$ cat config.mk
export PLATFORM = sky130hd
export DESIGN_NAME = control_fsm
export DESIGN_NICKNAME = d
export VERILOG_FILES = /design/src/rtl/control_fsm.sv
export SDC_FILE = /design/constraint.sdc
export NUM_CORES = 1
export LEC_CHECK = 0
export ABC_AREA = 1
export BUFFER_PORTS_ARGS = -buffer_cell sky130_fd_sc_hd__buf_2
export CAP_MARGIN = 10
export CORE_AREA = 10 10 47 49
export DETAILED_ROUTE_END_ITERATION = 7
export DIE_AREA = 0 0 57 59
export HOLD_SLACK_MARGIN = 0.15
export MAX_ROUTING_LAYER = met4
export PLACE_DENSITY_LB_ADDON = 0.05
export SLEW_MARGIN = 20
export SYNTH_ARGS = -nofsm -noshare
export SYNTH_HDL_FRONTEND = slang
export SYNTH_SLANG_ARGS = --single-unit
$ cat constraint.sdc
create_clock -name clk -period 1.4 [get_ports clk]
set_input_delay 0.35 -clock clk [delete_from_list [all_inputs] [get_ports clk]]
set_output_delay 0.35 -clock clk [all_outputs]
set_load 0.02 [all_outputs]
$ cat src/rtl/control_fsm.sv
// control_fsm -- multi-cycle processor control unit (Moore FSM).
//
// Sequences a small 16-bit datapath through
// RESET -> FETCH -> DECODE -> EXEC -> (MEM | WB | BRANCH) -> FETCH.
// HALT is absorbing until rst_n is asserted. Every output is decoded from
// the registered state, the opcode and the registered flags. Because
// rst_n forces the state register asynchronously, every strobe drops as
// soon as reset is asserted, including mid-instruction.
//
// Ports:
//   clk       in   system clock, rising edge
//   rst_n     in   asynchronous active-low reset
//   opcode    in   [3:0] instruction bits [15:12]
//   carry     in   ALU carry-out (used only with CTRL_CARRY_BRANCH_EN)
//   outA      in   [15:0] latched operand A (zero test for BZ)
//   pc_rst, pc_wrt, addr_sel, ir_wrt, rega_sel, reg_wrt, opa_sel, re, we
//             out  datapath strobes and selects
//   data_sel  out  [1:0] register-file write data select
//   opb_sel   out  [1:0] ALU operand-B select
//   alu_sel   out  [2:0] ALU function select
//   halted    out  high while in HALT
//
// Build option: define CTRL_CARRY_BRANCH_EN to enable opcode 0xD (BC,
// branch on the carry captured by the last R-type instruction). Without
// it, 0xD decodes as NOP and the carry input is ignored.
module control_fsm (
  input  logic        clk,
  input  logic        rst_n,
  input  logic [3:0]  opcode,
  input  logic        carry,
  input  logic [15:0] outA,
  output logic        pc_rst,
  output logic        pc_wrt,
  output logic        addr_sel,
  output logic        ir_wrt,
  output logic        rega_sel,
  output logic        reg_wrt,
  output logic        opa_sel,
  output logic        re,
  output logic        we,
  output logic [1:0]  data_sel,
  output logic [1:0]  opb_sel,
  output logic [2:0]  alu_sel,
  output logic        halted
);

  typedef enum logic [2:0] {
    ST_RESET  = 3'd0,
    ST_FETCH  = 3'd1,
    ST_DECODE = 3'd2,
    ST_EXEC   = 3'd3,
    ST_MEM    = 3'd4,
    ST_WB     = 3'd5,
    ST_BRANCH = 3'd6,
    ST_HALT   = 3'd7
  } state_t;

  localparam logic [3:0] OP_LI   = 4'h8;
  localparam logic [3:0] OP_LW   = 4'h9;
  localparam logic [3:0] OP_SW   = 4'hA;
  localparam logic [3:0] OP_BZ   = 4'hB;
  localparam logic [3:0] OP_JMP  = 4'hC;
  localparam logic [3:0] OP_BC   = 4'hD;
  localparam logic [3:0] OP_NOP  = 4'hE;
  localparam logic [3:0] OP_HALT = 4'hF;

  state_t state_r;
  state_t next_state_s;
  logic   take_flag_r;
  logic   carry_flag_s;

`ifdef CTRL_CARRY_BRANCH_EN
  localparam logic BC_EN = 1'b1;
  logic carry_flag_r;

  // Carry flag: captured at the end of an R-type EXEC cycle only.
  always_ff @(posedge clk or negedge rst_n) begin
    if (!rst_n) begin
      carry_flag_r <= 1'b0;
    end else if (state_r == ST_EXEC && opcode[3] == 1'b0) begin
      carry_flag_r <= carry;
    end else begin
      carry_flag_r <= carry_flag_r;
    end
  end

  assign carry_flag_s = carry_flag_r;
`else
  localparam logic BC_EN = 1'b0;
  logic unused_carry_s;

  assign unused_carry_s = carry;
  assign carry_flag_s   = 1'b0;
`endif

  // State register.
  always_ff @(posedge clk or negedge rst_n) begin
    if (!rst_n) begin
      state_r <= ST_RESET;
    end else begin
      state_r <= next_state_s;
    end
  end

  // Take flag: BZ zero test on operand A, sampled at the end of EXEC.
  always_ff @(posedge clk or negedge rst_n) begin
    if (!rst_n) begin
      take_flag_r <= 1'b0;
    end else if (state_r == ST_EXEC && opcode == OP_BZ) begin
      take_flag_r <= (outA == 16'h0000);
    end else begin
      take_flag_r <= take_flag_r;
    end
  end

  // Next-state and Moore output decode; every output defaults to 0.
  always_comb begin
    next_state_s = ST_RESET;
    pc_rst       = 1'b0;
    pc_wrt       = 1'b0;
    addr_sel     = 1'b0;
    ir_wrt       = 1'b0;
    rega_sel     = 1'b0;
    reg_wrt      = 1'b0;
    opa_sel      = 1'b0;
    re           = 1'b0;
    we           = 1'b0;
    data_sel     = 2'd0;
    opb_sel      = 2'd0;
    alu_sel      = 3'b000;
    halted       = 1'b0;

    case (state_r)
      ST_RESET: begin
        pc_rst       = 1'b1;
        next_state_s = ST_FETCH;
      end

      // IR <= mem[PC] while the ALU forms PC + 1.
      ST_FETCH: begin
        addr_sel     = 1'b0;
        re           = 1'b1;
        ir_wrt       = 1'b1;
        opa_sel      = 1'b1;
        opb_sel      = 2'd2;
        alu_sel      = 3'b000;
        next_state_s = ST_DECODE;
      end

      ST_DECODE: begin
        pc_wrt   = 1'b1;
        rega_sel = (opcode == OP_SW) || (opcode == OP_BZ) ||
                   (BC_EN && (opcode == OP_BC));
        case (opcode)
          OP_NOP:  next_state_s = ST_FETCH;
          OP_HALT: next_state_s = ST_HALT;
          OP_BC:   next_state_s = BC_EN ? ST_EXEC : ST_FETCH;
          default: next_state_s = ST_EXEC;
        endcase
      end

      ST_EXEC: begin
        case (opcode)
          4'h0, 4'h1, 4'h2, 4'h3, 4'h4, 4'h5, 4'h6, 4'h7: begin
            opa_sel      = 1'b0;
            opb_sel      = 2'd0;
            alu_sel      = opcode[2:0];
            next_state_s = ST_WB;
          end
          OP_LI: begin
            data_sel     = 2'd0;
            reg_wrt      = 1'b1;
            next_state_s = ST_FETCH;
          end
          OP_LW: begin
            addr_sel     = 1'b1;
            re           = 1'b1;
            next_state_s = ST_MEM;
          end
          OP_SW: begin
            addr_sel     = 1'b1;
            we           = 1'b1;
            next_state_s = ST_FETCH;
          end
          OP_BZ, OP_JMP, OP_BC: begin
            // Branch target = PC + offset. BC only reaches EXEC when enabled.
            opa_sel      = 1'b1;
            opb_sel      = 2'd3;
            alu_sel      = 3'b000;
            next_state_s = ST_BRANCH;
          end
          default: next_state_s = ST_FETCH;
        endcase
      end

      ST_MEM: begin
        data_sel     = 2'd1;
        reg_wrt      = 1'b1;
        next_state_s = ST_FETCH;
      end

      ST_WB: begin
        data_sel     = 2'd2;
        reg_wrt      = 1'b1;
        next_state_s = ST_FETCH;
      end

      // Not-taken branch: PC keeps the PC + 1 written in DECODE.
      ST_BRANCH: begin
        pc_wrt = (opcode == OP_JMP) ||
                 ((opcode == OP_BZ) && take_flag_r) ||
                 (BC_EN && (opcode == OP_BC) && carry_flag_s);
        next_state_s = ST_FETCH;
      end

      ST_HALT: begin
        halted       = 1'b1;
        next_state_s = ST_HALT;
      end

      default: next_state_s = ST_RESET;
    endcase
  end

endmodule

Yosys cells after proc, flatten, opt, wreduce, memory -nomap -nowiden:

Index checks and enable logic that the tools add are counted.
W data, S select, Z words.

* output and inout port bits: 17
* word-level logic and storage cells: 60
* bits in registers: 4

* mux-type cells: 23
* eq/ne operators: 22
* reduce and logical (&&, ||, !) cells: 13

Operator list (number)
* $eq A4 B4 Y1 const B: 8
* $eq A4 B3 Y1 const B: 4
* $logic_not A16 Y1: 1
* $pmux W3 S5: 1
* $eq A3 B3 Y1 const B: 4
* $mux W1: 11
* $pmux W3 S3: 1
* $eq A4 B2 Y1 const B: 2
* $pmux W1 S2: 4
* $pmux W2 S2: 2
* $reduce_or A8 Y1: 1
* $eq A3 B2 Y1 const B: 2
* $mux W3: 2
* $pmux W3 S2: 1
* $reduce_or A2 Y1: 3
* $eq A4 B1 Y1 const B: 1
* $logic_not A4 Y1: 1
* $reduce_or A4 Y1: 1
* $eq A3 B1 Y1 const B: 1
* $logic_not A3 Y1: 1
* $reduce_or A3 Y1: 1
* $logic_and A1 B1 Y1: 2
* $logic_or A1 B1 Y1: 2
* $mux W2: 1

Logic depth before layout (Yosys ltp):

* word-level depth: 4
* depth in mapped cells: 8

Worst setup path before layout:

OpenSTA, ideal clock, no wires.

* kind: input to output
* from: input opcode[3]
* to: output re
* arrival: 1.218 ns
* data required time: 1.050 ns
* buffers on the path: 1
* path slack: -0.168 ns
* stages on the path: 5
* path through: buf_4 -> inv_2 -> nor2_4 -> nand3_1 -> o21ai_0

* word-level cells in the longest chain between the ends: 3

RTL lines
* from (decl): line 29 `input logic [3:0] opcode,`
* $eq A4 B4 Y1: line 163 `case (opcode)`
* $mux W1: line 163
* $pmux W1 S2: line 133 `case (state_r)`
* to (decl): line 39 `output logic re,`

No other way between the ends.

Worst setup path in the final report:

* from: register state_r[2]
* to: output re

* word-level cells in the longest chain between the ends: 2

RTL lines
* from (decl): line 67 `state_t state_r;`
* from (signal assigned): line 101 `state_r <= next_state_s;`
* $eq A3 B2 Y1 or $eq A3 B1 Y1 (tied branches): line 133
* $pmux W1 S2 *: line 133

Every way passes the cells marked *; elsewhere a longest branch is shown, timed or not.

==> implementation parameters <==
Parameter                              Value

Status
  Result of the run ... finished with violations
  Violations in the final reports ... negative setup slack

Synthesis
  Syn nets ... 105
  Largest cells by area after synthesis ... dfrtp_1 (22%), nand2_1 (14%), nor2_1 (14%)
  Largest area contributor in the synthesized netlist ... dfrtp_1
  Register bit total from synthesis ... 4
  Top-area cell type share of the netlist area ... 21.7%
  Sequential share of the synthesized area ... 21.7%
  Synthesized area per cell ... 5.63 µm²
  Syn. warnings ... 0
  Number of instances in the synthesized netlist ... 82
  Library cells used by synthesis ... 16
  Cell area after technology mapping ... 462 µm²

Die
  Width of the die ... 57 µm
  Number of rows created at floorplan ... 14
  Overall die area ... 3360 µm²
  Top-Level Pins ... 40
  Die height ... 59 µm
  Initial Util ... 32.9%
  Floorplan core area ... 1400 µm²

Timing
  Final WS setup ... -0.232 ns
  Setup tns final ... -2.74 ns
  Setup-violating endpoint count in the final report ... 17
  Final hold viol count ... 0
  Worst Skew ... 0.00489 ns
  Peak Freq ... 613 MHz
  Part of the cycle the worst path needs ... 117%
  Worst slew pin tran ... 0.169 ns
  Final-report max-slew violation count ... 0
  Rel. slew slack ... 88.6%
  Worst hold slack after final layout ... 0.446 ns
  Setup repair after global routing missed its margin ... true
  Final critical-path required period ... 1.63 ns

Power
  Switching component of the power ... 736 µW
  Flop pwr share ... 14.8%
  Internal power consumption ... 786 µW
  Share of total power in combinational logic ... 76.1%
  Portion of total power attributed to the clock network ... 9.1%
  Switching portion of total power ... 48.3%
  Highest ir drop seen on vdd ... 0.770 mV
  Leakage power of the design ... 0.547 nW
  Power per cell area ... 1650 nW/µm²

Critical path
  Capture instance of the worst register-to-register path ... take_flag_r
  FF-to-FF Start ... state_r[2]
  Critical Setup Path Class ... reg -> out
  Crit path launch type ... flip-flop
  Arrival @ worst endpoint ... 1.28 ns
  Setup slack of the most critical reg-to-reg path ... 0.10 ns
  Cell depth of the worst flop-to-flop path ... 6
  Biggest fanout along the worst timing path ... 4
  Critical Path Sink Type ... primary output
  Required time worst endpoint ... 1.05 ns

Detailed routing
  Antenna Violating Nets Remaining ... 0
  Wire per inst ... 11.5 µm
  1st-iter DRT viols ... 9
  DRC violations left ... 0
  Post-DR vias/cell ... 4.66
  DRT Wirelength ... 1.77 mm
  Via count ... 718
  First-pass iteration count of the detailed router ... 4

Global routing
  Maximum number of pins on one net before global-route repair ... 7
  Global-route wire length before repair ... 2.96 mm
  GR Overflow Total ... 0
  Vias in the first global route ... 694
  Overall Global Routing Usage ... 10.7%
  Initial antenna violation count ... 0

Placed design
  Half-perimeter wire length after detailed placement ... 1.41 mm
  Weighted congestion reported at the end of routability-driven placement ... 0.753
  Port bufs ... 38
  Placement-stage cell area ... 751 µm²

Hold path
  Kind of path behind the tightest hold check ... in -> async

Clocking
  Clk sinks ... 4
  Clock root cell ... clkbuf_4
  CTS buffer count ... 3
  Worst-path clk slew ... 0.04 ns
  Maximum count of clock buffers along a single path ... 2
  Clock tree from TritonCTS ... built
  Number of levels the H-tree was split into ... 1
  Clock insertion delay at the later pin of the skew report ... 0.23 ns

Finish
  Final cell utilization of the core ... 65.6%
  Final-stage net count ... 163
  Fin area ... 920 µm²
  Filler cells ... 147
  Ant diodes ... 0
  Syn-to-layout area delta ... 99.2%
  Most common cell after layout, fill and taps aside ... buf_4
  Most used cells in the layout excluding fill and tap cells ... buf_4 (26), buf_2 (22), nor2_1 (16)
  Share of final-layout standard cells stronger than drive strength 1 ... 56.5%

Run
  Max Cap Violations ... 0
flip-flops by register name (all words and copies together), names as in the netlist:
name	count
take_flag_r	1
state_r	3
synth_stat cells (all sizes together):
master	n
nand2	20
o21ai	4
inv	13
nand3	12
and3	1
buf	2
nor3	4
nor2	19
nand3b	1
a21oi	2
dfrtp	4
repair_timing:
item,in CTS,in global routing
pin swaps,6,3
gates resized for setup,23,13
setup endpoints to repair,17,17
buffers inserted,1,3
hold buffers,1,0
gates cloned,1,0
hold endpoints to repair,4,0
worst max-delay path by stage:
stage | depth (start not counted) | from | end | slack (ns)
after floorplan | 3 | state_r[2] | alu_sel[0] | -0.08
after global placement | 8 | opcode[3] | opa_sel | -0.07
after detailed placement | 8 | opcode[3] | opb_sel[1] | -0.09
after CTS | 5 | state_r[0] | alu_sel[1] | -0.22
after global routing | 5 | state_r[2] | re | -0.29
final | 5 | state_r[2] | re | -0.23
cells by family (layout without fill, tap and decap cells):
group / Yosys count / in the layout / synth area share, %
AO/OA/AOI/OAI: 6 / 6 / 6.50
buffers and inverters: 15 / 70 / 13.8
flip-flops: 4 / 4 / 21.7
AND/OR/NAND/NOR: 57 / 58 / 58.0
cell type report:
cell class              instances  area [µm²]  share of cell area [%]
clock buffers                   3        22.5                    2.45
inverters                      13        51.3                    5.58
repair buffers                 54         372                    40.4
multi-input cells              64         352                    38.2
flip-flops and latches          4         103                    11.2
well taps                      16        20.0                    2.18
stage by stage:
| step | instances | worst slack, ns | power (mW) |
|---|---|---|---|
| finish | 154 | -0.232 | 1.52 |
| CTS | 151 | -0.219 | 1.39 |
| global route | 154 | -0.287 | 1.63 |
| global placement | 145 | -0.0736 | 1.04 |
| detailed placement | 145 | -0.0864 | 1.05 |
| floorplan | 82 | -0.0815 | 0.755 |
critical path: stages (launching register included):
cell and delay, ns:
dfrtp_2 0.42, nor2_4 0.19, buf_4 0.15, nand2_4 0.06, o21ai_1 0.07, buf_4 0.16
per-layer routing:
metal | up-vias | wire length, µm | GRT usage [%]
met2 | 32 | 932 | 18.4
met3 | 2 | 118 | 4.08
met1 | 315 | 710 | 11.6
met5 | - | 0 | -
met4 | 0 | 12 | 2.01
li1 | 369 | - | -
power by group through the flow:
stage / registers [mW] / logic [mW] / clock network [mW]
floorplan: 0.207 / 0.548 / 0
global placement: 0.204 / 0.832 / 0
detailed placement: 0.205 / 0.845 / 0
CTS: 0.216 / 1.03 / 0.146
global route: 0.230 / 1.25 / 0.158
finish: 0.225 / 1.16 / 0.139
Power figures use the tool's default switching activity.
